`config.mk`:
```
export PLATFORM = sky130hd
export DESIGN_NAME = vbuf_pipe
export DESIGN_NICKNAME = d
export VERILOG_FILES = /design/src/rtl/vbuf_pkg.sv /design/src/rtl/vbuf_stage.sv /design/src/rtl/vbuf_pipe.sv
export SDC_FILE = /design/constraint.sdc
export NUM_CORES = 1
export LEC_CHECK = 0
export CORE_MARGIN = 1
export CORE_UTILIZATION = 41
export DETAILED_ROUTE_END_ITERATION = 10
export GPL_TIMING_DRIVEN = 0
export PLACE_DENSITY = 0.77
export SYNTH_ARGS = -nofsm -noshare
export SYNTH_HDL_FRONTEND = slang
export SYNTH_HIERARCHICAL = 1
export SYNTH_SLANG_ARGS = --single-unit
```
`constraint.sdc`:
```
create_clock -name clk -period 2 [get_ports clk]
set_input_delay 0.4 -clock clk [delete_from_list [all_inputs] [get_ports clk]]
set_output_delay 0.4 -clock clk [all_outputs]
set_load 0.005 [all_outputs]
```
`src/rtl/vbuf_pkg.sv`:
```
// Shared constants and helpers for the vbuf_pipe elastic buffer.
package vbuf_pkg;

  localparam int unsigned DEPTH_MAX   = 16;
  localparam int unsigned STALL_CNT_W = 16;

  function automatic logic [STALL_CNT_W-1:0] sat_inc(input logic [STALL_CNT_W-1:0] v);
    return (&v) ? v : v + 1'b1;
  endfunction

endpackage

```
`src/rtl/vbuf_stage.sv`:
```
// One elastic stage: a valid flag and a data register, loaded whenever the stage is ready.
module vbuf_stage #(
  parameter int WIDTH = 1
) (
  input  logic             clk,
  input  logic             rst_n,
  input  logic             flush,
  input  logic             up_valid,
  input  logic [WIDTH-1:0] up_data,
  input  logic             down_ready,
  output logic             valid,
  output logic [WIDTH-1:0] data
);

  logic ready;
  assign ready = ~valid | down_ready;

  always_ff @(posedge clk or negedge rst_n) begin
    if (!rst_n)     valid <= 1'b0;
    else if (flush) valid <= 1'b0;
    else if (ready) valid <= up_valid;
  end

  always_ff @(posedge clk) begin
    if (ready && up_valid) data <= up_data;
  end

endmodule

```
`src/rtl/vbuf_pipe.sv`:
```
// Multi-lane elastic pipeline buffer with per-lane occupancy.
// Define VBUF_PIPE_STALL_CNT_EN to build the per-lane saturating stall counters.
module vbuf_pipe
  import vbuf_pkg::*;
#(
  parameter int WIDTH    = 1,
  parameter int DEPTH    = 3,
  parameter int CHANNELS = 2,
  localparam int OCC_W   = $clog2(DEPTH + 1)
) (
  input  logic                            clk,
  input  logic                            rst_n,
  input  logic                            flush,
  input  logic [CHANNELS-1:0]             in_valid,
  output logic [CHANNELS-1:0]             in_ready,
  input  logic [CHANNELS*WIDTH-1:0]       in_data,
  output logic [CHANNELS-1:0]             out_valid,
  input  logic [CHANNELS-1:0]             out_ready,
  output logic [CHANNELS*WIDTH-1:0]       out_data,
  output logic [CHANNELS*OCC_W-1:0]       occupancy,
  output logic [CHANNELS*STALL_CNT_W-1:0] stall_cnt
);

  if (DEPTH < 1 || DEPTH > int'(DEPTH_MAX) || CHANNELS < 1) begin : g_param_check
    $error("vbuf_pipe: DEPTH must be 1..16 and CHANNELS >= 1");
  end

  for (genvar k = 0; k < CHANNELS; k++) begin : g_lane
    // vv[i]/dd[i] feed stage i; vv[i+1]/dd[i+1] are its registered outputs.
    logic [DEPTH:0]   vv;
    logic [WIDTH-1:0] dd [DEPTH+1];
    logic [DEPTH:0]   rdy;
    logic             in_x, out_x;
    logic [OCC_W-1:0] occ_q;

    assign vv[0] = in_valid[k] & ~flush;
    assign dd[0] = in_data[k*WIDTH +: WIDTH];

    // Ready of stage i expanded flat: some stage at or after i is empty, or the sink takes.
    always_comb begin
      rdy = '0;
      for (int unsigned i = 0; i < DEPTH; i++) begin
        rdy[i] = out_ready[k];
        for (int unsigned j = i; j < DEPTH; j++) rdy[i] = rdy[i] | ~vv[j+1];
      end
      rdy[DEPTH] = out_ready[k];
    end

    for (genvar i = 0; i < DEPTH; i++) begin : g_stage
      vbuf_stage #(.WIDTH(WIDTH)) u_stage (
        .clk        (clk),
        .rst_n      (rst_n),
        .flush      (flush),
        .up_valid   (vv[i]),
        .up_data    (dd[i]),
        .down_ready (rdy[i+1]),
        .valid      (vv[i+1]),
        .data       (dd[i+1])
      );
    end

    assign in_ready[k]                  = rdy[0] & ~flush;
    assign out_valid[k]                 = vv[DEPTH];
    assign out_data[k*WIDTH +: WIDTH]   = dd[DEPTH];
    assign in_x                         = in_valid[k] & in_ready[k];
    assign out_x                        = vv[DEPTH] & out_ready[k];

    always_ff @(posedge clk or negedge rst_n) begin
      if (!rst_n)     occ_q <= '0;
      else if (flush) occ_q <= '0;
      else            occ_q <= occ_q + OCC_W'(in_x) - OCC_W'(out_x);
    end
    assign occupancy[k*OCC_W +: OCC_W] = occ_q;

`ifdef VBUF_PIPE_STALL_CNT_EN
    logic [STALL_CNT_W-1:0] stall_q;
    always_ff @(posedge clk or negedge rst_n) begin
      if (!rst_n)                       stall_q <= '0;
      else if (flush)                   stall_q <= '0;
      else if (vv[DEPTH] & ~out_ready[k]) stall_q <= sat_inc(stall_q);
    end
    assign stall_cnt[k*STALL_CNT_W +: STALL_CNT_W] = stall_q;
`else
    assign stall_cnt[k*STALL_CNT_W +: STALL_CNT_W] = '0;
`endif
  end

endmodule

```
### Word level (Yosys, flattened, before mapping)

Cells that the tools add are included.
W data, S select, Z words.

* bits in registers: 16
* input bits: 9

* $add $sub $neg: 4
* multiplexer cells: 14
* bitwise operators: 31
* reductions and logical operators: 12

Operator list (number)
* $or A1 B1 Y1: 16
* $mux W1: 12
* $reduce_bool A2 Y1: 6
* $and A1 B1 Y1: 8
* $not A1 Y1: 7
* $logic_and A1 B1 Y1: 6
* $add A2 B1 Y2: 2
* $mux W2: 2
* $sub A2 B1 Y2: 2

### Logic depth before layout (Yosys ltp)

* depth after elaboration: 9
* depth in mapped cells: 6
* mapped depth without buffers: 6

### Modules after synthesis

Netlist, hierarchy kept.

By module, submodules not included
* vbuf_pipe: times used 1, cells an instance 71, area each 600.6 um^2, sequential area each 100.1 um^2
* vbuf_stage: times used 6, cells an instance 6, area each 90.1 um^2, sequential area each 55.1 um^2

### Least setup slack after synthesis

Ideal clock, no wire load.

* path kind: reg2reg
* from: reg g_lane[0].g_stage[2].u_stage.valid
* to: reg g_lane[0].occ_q[1]
* library setup time: 121 ps
* arrival: 1282 ps
* data required time: 1879 ps
* slack: 597 ps
* stages on the path, launching flop included: 7
* cells stage by stage: dfrtp_1 -> and2_1 -> ha_1 -> inv_1 -> ha_1 -> xnor3_1 -> nor2_1

* word-level cells in the longest chain between the ends: 7
* elaborated cells between the ends (all ways): 8
* those cells by class: add/sub (2); mux (1); bitwise (5)

RTL lines
* from (decl): line vbuf_stage.sv:11 `output logic valid,`
* from (signal assigned): line vbuf_stage.sv:21 `else if (ready) valid <= up_valid;`
* $not A1 Y1: line vbuf_pipe.sv:44 `for (int unsigned j = i; j < DEPTH; j++) rdy[i] = rdy[i] | ~vv[j+1];`
* $or A1 B1 Y1: line vbuf_pipe.sv:44
* $and A1 B1 Y1: line vbuf_pipe.sv:62 `assign in_ready[k] = rdy[0] & ~flush;`
* $and A1 B1 Y1: line vbuf_pipe.sv:65 `assign in_x = in_valid[k] & in_ready[k];`
* $add A2 B1 Y2: line vbuf_pipe.sv:71 `else occ_q <= occ_q + OCC_W'(in_x) - OCC_W'(out_x);`
* $sub A2 B1 Y2 (*): line vbuf_pipe.sv:71
* $mux W2 (*): line vbuf_pipe.sv:70 `else if (flush) occ_q <= '0;`
* to (signal assigned): line vbuf_pipe.sv:71
* to (decl): line vbuf_pipe.sv:34 `logic [OCC_W-1:0] occ_q;`

Mark *: on every way between the ends. The rest lies on a longest branch, timed or not.
A chain may end at the register's enable or synchronous reset.

### Worst setup path in the final report

* from: reg g_lane[0].g_stage[2].u_stage.valid
* to: out out_valid[0]

RTL lines
* to (decl): line vbuf_pipe.sv:17 `output logic [CHANNELS-1:0] out_valid,`

No word-level cell between the ends.

==> flow_results.org <==
** STA
- Setup violations remaining at the end of the flow were counted as 0.
- For the finished layout, the period the worst path requires is 1.839 ns.
- On the final layout, the worst clock skew is 0.005243 ns.
- The hold violation count in the final report is 0.
- Post-route clock period utilization :: 91.96%
- Setup repair after global routing left no endpoint under its margin.
- The max-slew violation count is 0.
- Derived from the worst setup path, the maximum achievable clock frequency is 0.5437 GHz.

** Cells and area
- Counting the fill cells in the layout gives 225.
- In the final layout, the multi-input gates occupy 509.2 um^2.
- Registers take 431.7 um^2.
- ANT cells :: 0
- Area growth from synthesis to layout :: 34.43%
- Most common cell after layout, fill and taps aside :: buf_4
- Highest-count cells in the layout ignoring fill and taps :: buf_4 (39), conb_1 (32), clkdlybuf4s50_1 (14)
- Cells fill 60.28% of the core in the end.
- Layout cell share with drive strength beyond 1 :: 40.12%
- The net count of the finished layout is 176.

** Worst setup path
- The worst register-to-register path has a depth of 7.
- The worst setup path is of the reg2out kind.
- Slowest-stage cell, CP :: clkdlybuf4s50_1
- The worst setup path is launched from a register.
- CP max stage delay :: 0.44 ns
- CP Max Fanout :: 5
- The worst setup path is captured at a primary output.
- Arrival time reported for the critical path endpoint :: 1.44 ns
- By instance count, the cell type seen most on the critical path is buf_4.
- STA puts the critical path data required time at about 1.6 ns.
- The critical path goes through buf_4 -> buf_4 -> clkdlybuf4s50_1.

** Detailed routing
- In the detailed route, the total length drawn on met2 is 865 um.
- The detail route stage leaves a number of antenna-violating nets equal to 0.
- In the final routing, the length of wire on met1 measures 620 um.
- Uppermost layer routed :: met4
- The first detailed-routing pass ran for 4 iterations.
- Starting DRT DRC Count :: 8
- The final layout contains routed wiring with a total length of between 1500 and 2000 um.
- Via count of the routed design :: 746
- In the routed layout, each cell is associated on average with a via count of 3.885.
- Routed length on met3 :: between 100 and 150 um
- For this run, design rule violations remaining after detail routing come to 0.
- Average wire per standard cell :: 8.719 um

** Clock tree
- Clk sinks :: 16
- Clock latency on the worst-skew pair, taken at its later pin, is 0.30 ns.
- TritonCTS built the clock tree.
- Buffers inserted to repair hold after CTS numbered 0.
- The root buffer cell chosen for the clock tree is clkbuf_4.
- Maximum level of the CTS H-tree :: 1
- Number of buffers inserted during clock tree synthesis :: 3
- The clock passes through at most 2 buffers.
- Clk pin slew, worst setup/hold paths :: about 0.1 ns

** Power and ir drop
- Net switching power :: 0.1793 mW
- The internal power of the cells totals ~0.57 mW.
- Cell area power density :: 486.0 nW/um^2
- Of the total power, combinational logic draws 21.5%.
- The worst-case IR drop observed on VDD is 0.3665 mV.
- For this design the static power due to leakage is 0.8254 nW.
- Clock network fraction of design power :: 29.8%
- The share of total power dissipated in sequential elements is 48.7%.
- In this run switching power makes up around 24% of total power.
- Overall power consumption after layout is estimated at ~0.75 mW.

** Die
- Top-level port count :: 51
- Std-Cell Rows :: 18
- Core Box Area :: 2545 um^2
- The initial utilization of the core area, before any placement, comes to between 40% and 50%.
- The floorplan step set the die width to between 50 and 60 um.
- The die is 54.76 um tall.
- Total Die Area :: 2998 um^2

** Hold path
- Hold WC Path Type :: in2async

** Synth
- Warnings, synthesis :: 6
- The synthesized netlist contains 21 unique library cells.
- Area of the mapped netlist :: 1141 um^2
- Cells after synthesis :: 107
- Portion of the post-synthesis area used by sequential elements :: a little under two fifths
- Synthesis inferred 16 register bits.
- Post-Synthesis Mean Instance Area :: around 11 um^2

** Global route
- Entering global routing, the biggest net connects 11 pins.
- The number of global-route vias before repair was 568.
- Global routing used approximately 13% of the available tracks.
- Global-route wire length before repair :: 2463 um
- Total overflow reported by the global router :: 0
- Antenna violations before repair :: 0

** Status
- The run finished with clean final reports.

** Placed design
- The congestion estimate from routability-driven global placement came to 0.6955.
- Number of input and output port buffers inserted :: 18
- DPL Wire Length :: roughly 1300 um

** Run
- Max Cap Viol :: 0
critical path: cells and delay by family, from the launching register on:
| kind | cells | cell delay [ns] |
|---|---|---|
| buffers and inverters | 3 | 0.73 |
| DFF | 1 | 0.42 |
power by group through the flow:
stage	clock [mW]	combinational [mW]	sequential, mW
2_1_floorplan	0	0.106	0.372
3_3_place_gp	0	0.154	0.371
3_5_place_dp	0	0.157	0.372
4_1_cts	0.230	0.160	0.363
5_1_grt	0.241	0.181	0.365
6_report	0.222	0.160	0.363
per-stage QoR:
| stage | setup TNS, ns | setup slack, ns | std cells | hold slack (ns) | cell area, um^2 |
|---|---|---|---|---|---|
| floorplan | 0 | 0.5967 | 138 | 0.1044 | 1257 |
| global placement | -1.153 | -0.3790 | 186 | 0.4022 | 1475 |
| detailed placement | -1.163 | -0.3593 | 186 | 0.4151 | 1475 |
| CTS | 0 | 0.03688 | 193 | 0.4106 | 1534 |
| global route | 0 | 0.06499 | 192 | 0.4415 | 1534 |
| finish | 0 | 0.1608 | 192 | 0.4111 | 1534 |
final cells by class:
| type | instances | area share [%] |
|---|---|---|
| Tap cell | 30 | 2.447 |
| Buffer | 36 | 17.62 |
| Clock buffer | 4 | 2.365 |
| Inverter | 12 | 2.936 |
| Sequential cell | 16 | 28.14 |
| Timing Repair Buffer | 21 | 13.30 |
| Multi-Input combinational cell | 73 | 33.20 |
layer usage:
layer  GRT usage (%)  vias to the layer above
met5               0                        -
met2           21.29                       35
met1           12.27                      329
li1                -                      377
met3           4.167                        5
met4           10.26                        0
cells by family after synthesis:
family                   after synthesis  synth area share, %
buffers and inverters                 49                28.07
other                                  1               0.3286
adder cells (fa/ha/maj)                4                4.386
AO/OA/AOI/OAI                          8                5.922
AND/OR/NAND/NOR                       27                19.63
flip-flops                            16                37.72
XOR/XNOR                               2                3.947
flip-flops by register name, indices dropped and copies added, names as in the netlist:
signal,cells
g_lane.g_stage.u_stage/valid,6
g_lane.g_stage.u_stage/data,6
g_lane.occ_q,4
final timing paths:
kind	slack [ns]	endpoint	start
min in group clk	0.44	g_lane[0].g_stage[2].u_stage/data$_DFFE_PP_	g_lane[0].g_stage[1].u_stage/data$_DFFE_PP_
max reg2reg	0.43	g_lane[0].occ_q[1]$_DFF_PN0_	g_lane[0].g_stage[2].u_stage/valid$_DFFE_PN0P_
max	0.16	out_valid[0]	g_lane[0].g_stage[2].u_stage/valid$_DFFE_PN0P_
min reg2reg	0.44	g_lane[0].g_stage[2].u_stage/data$_DFFE_PP_	g_lane[0].g_stage[1].u_stage/data$_DFFE_PP_
max in group asynchronous	1.25	g_lane[0].g_stage[2].u_stage/valid$_DFFE_PN0P_	rst_n
min	0.41	g_lane[0].g_stage[0].u_stage/valid$_DFFE_PN0P_	rst_n
timing repair:
action,4_1_cts,5_1_grt
setup endpoints to repair,2,2
pin swaps,0,0
gates resized for setup,6,2
setup buffers,3,0
cloned,0,0
endpoints found under the hold margin,0,0
synthesized netlist by cell type (all sizes together):
master	instances	area share [%]
nand2b	7	7.8
nand3b	1	0.66
inv	12	3.9
ha	4	4.4
a31oi	1	0.55
buf	37	24
nor2	4	1.3
and2	8	5.7
xnor3	2	3.9
nand2	1	0.33
a21oi	6	4.6
dfrtp	10	22
edfxtp	6	16
conb	1	0.33
nor2b	5	3.0
and4b	1	0.88
a311oi	1	0.77
Note: power is estimated with default switching activity, not from simulation.
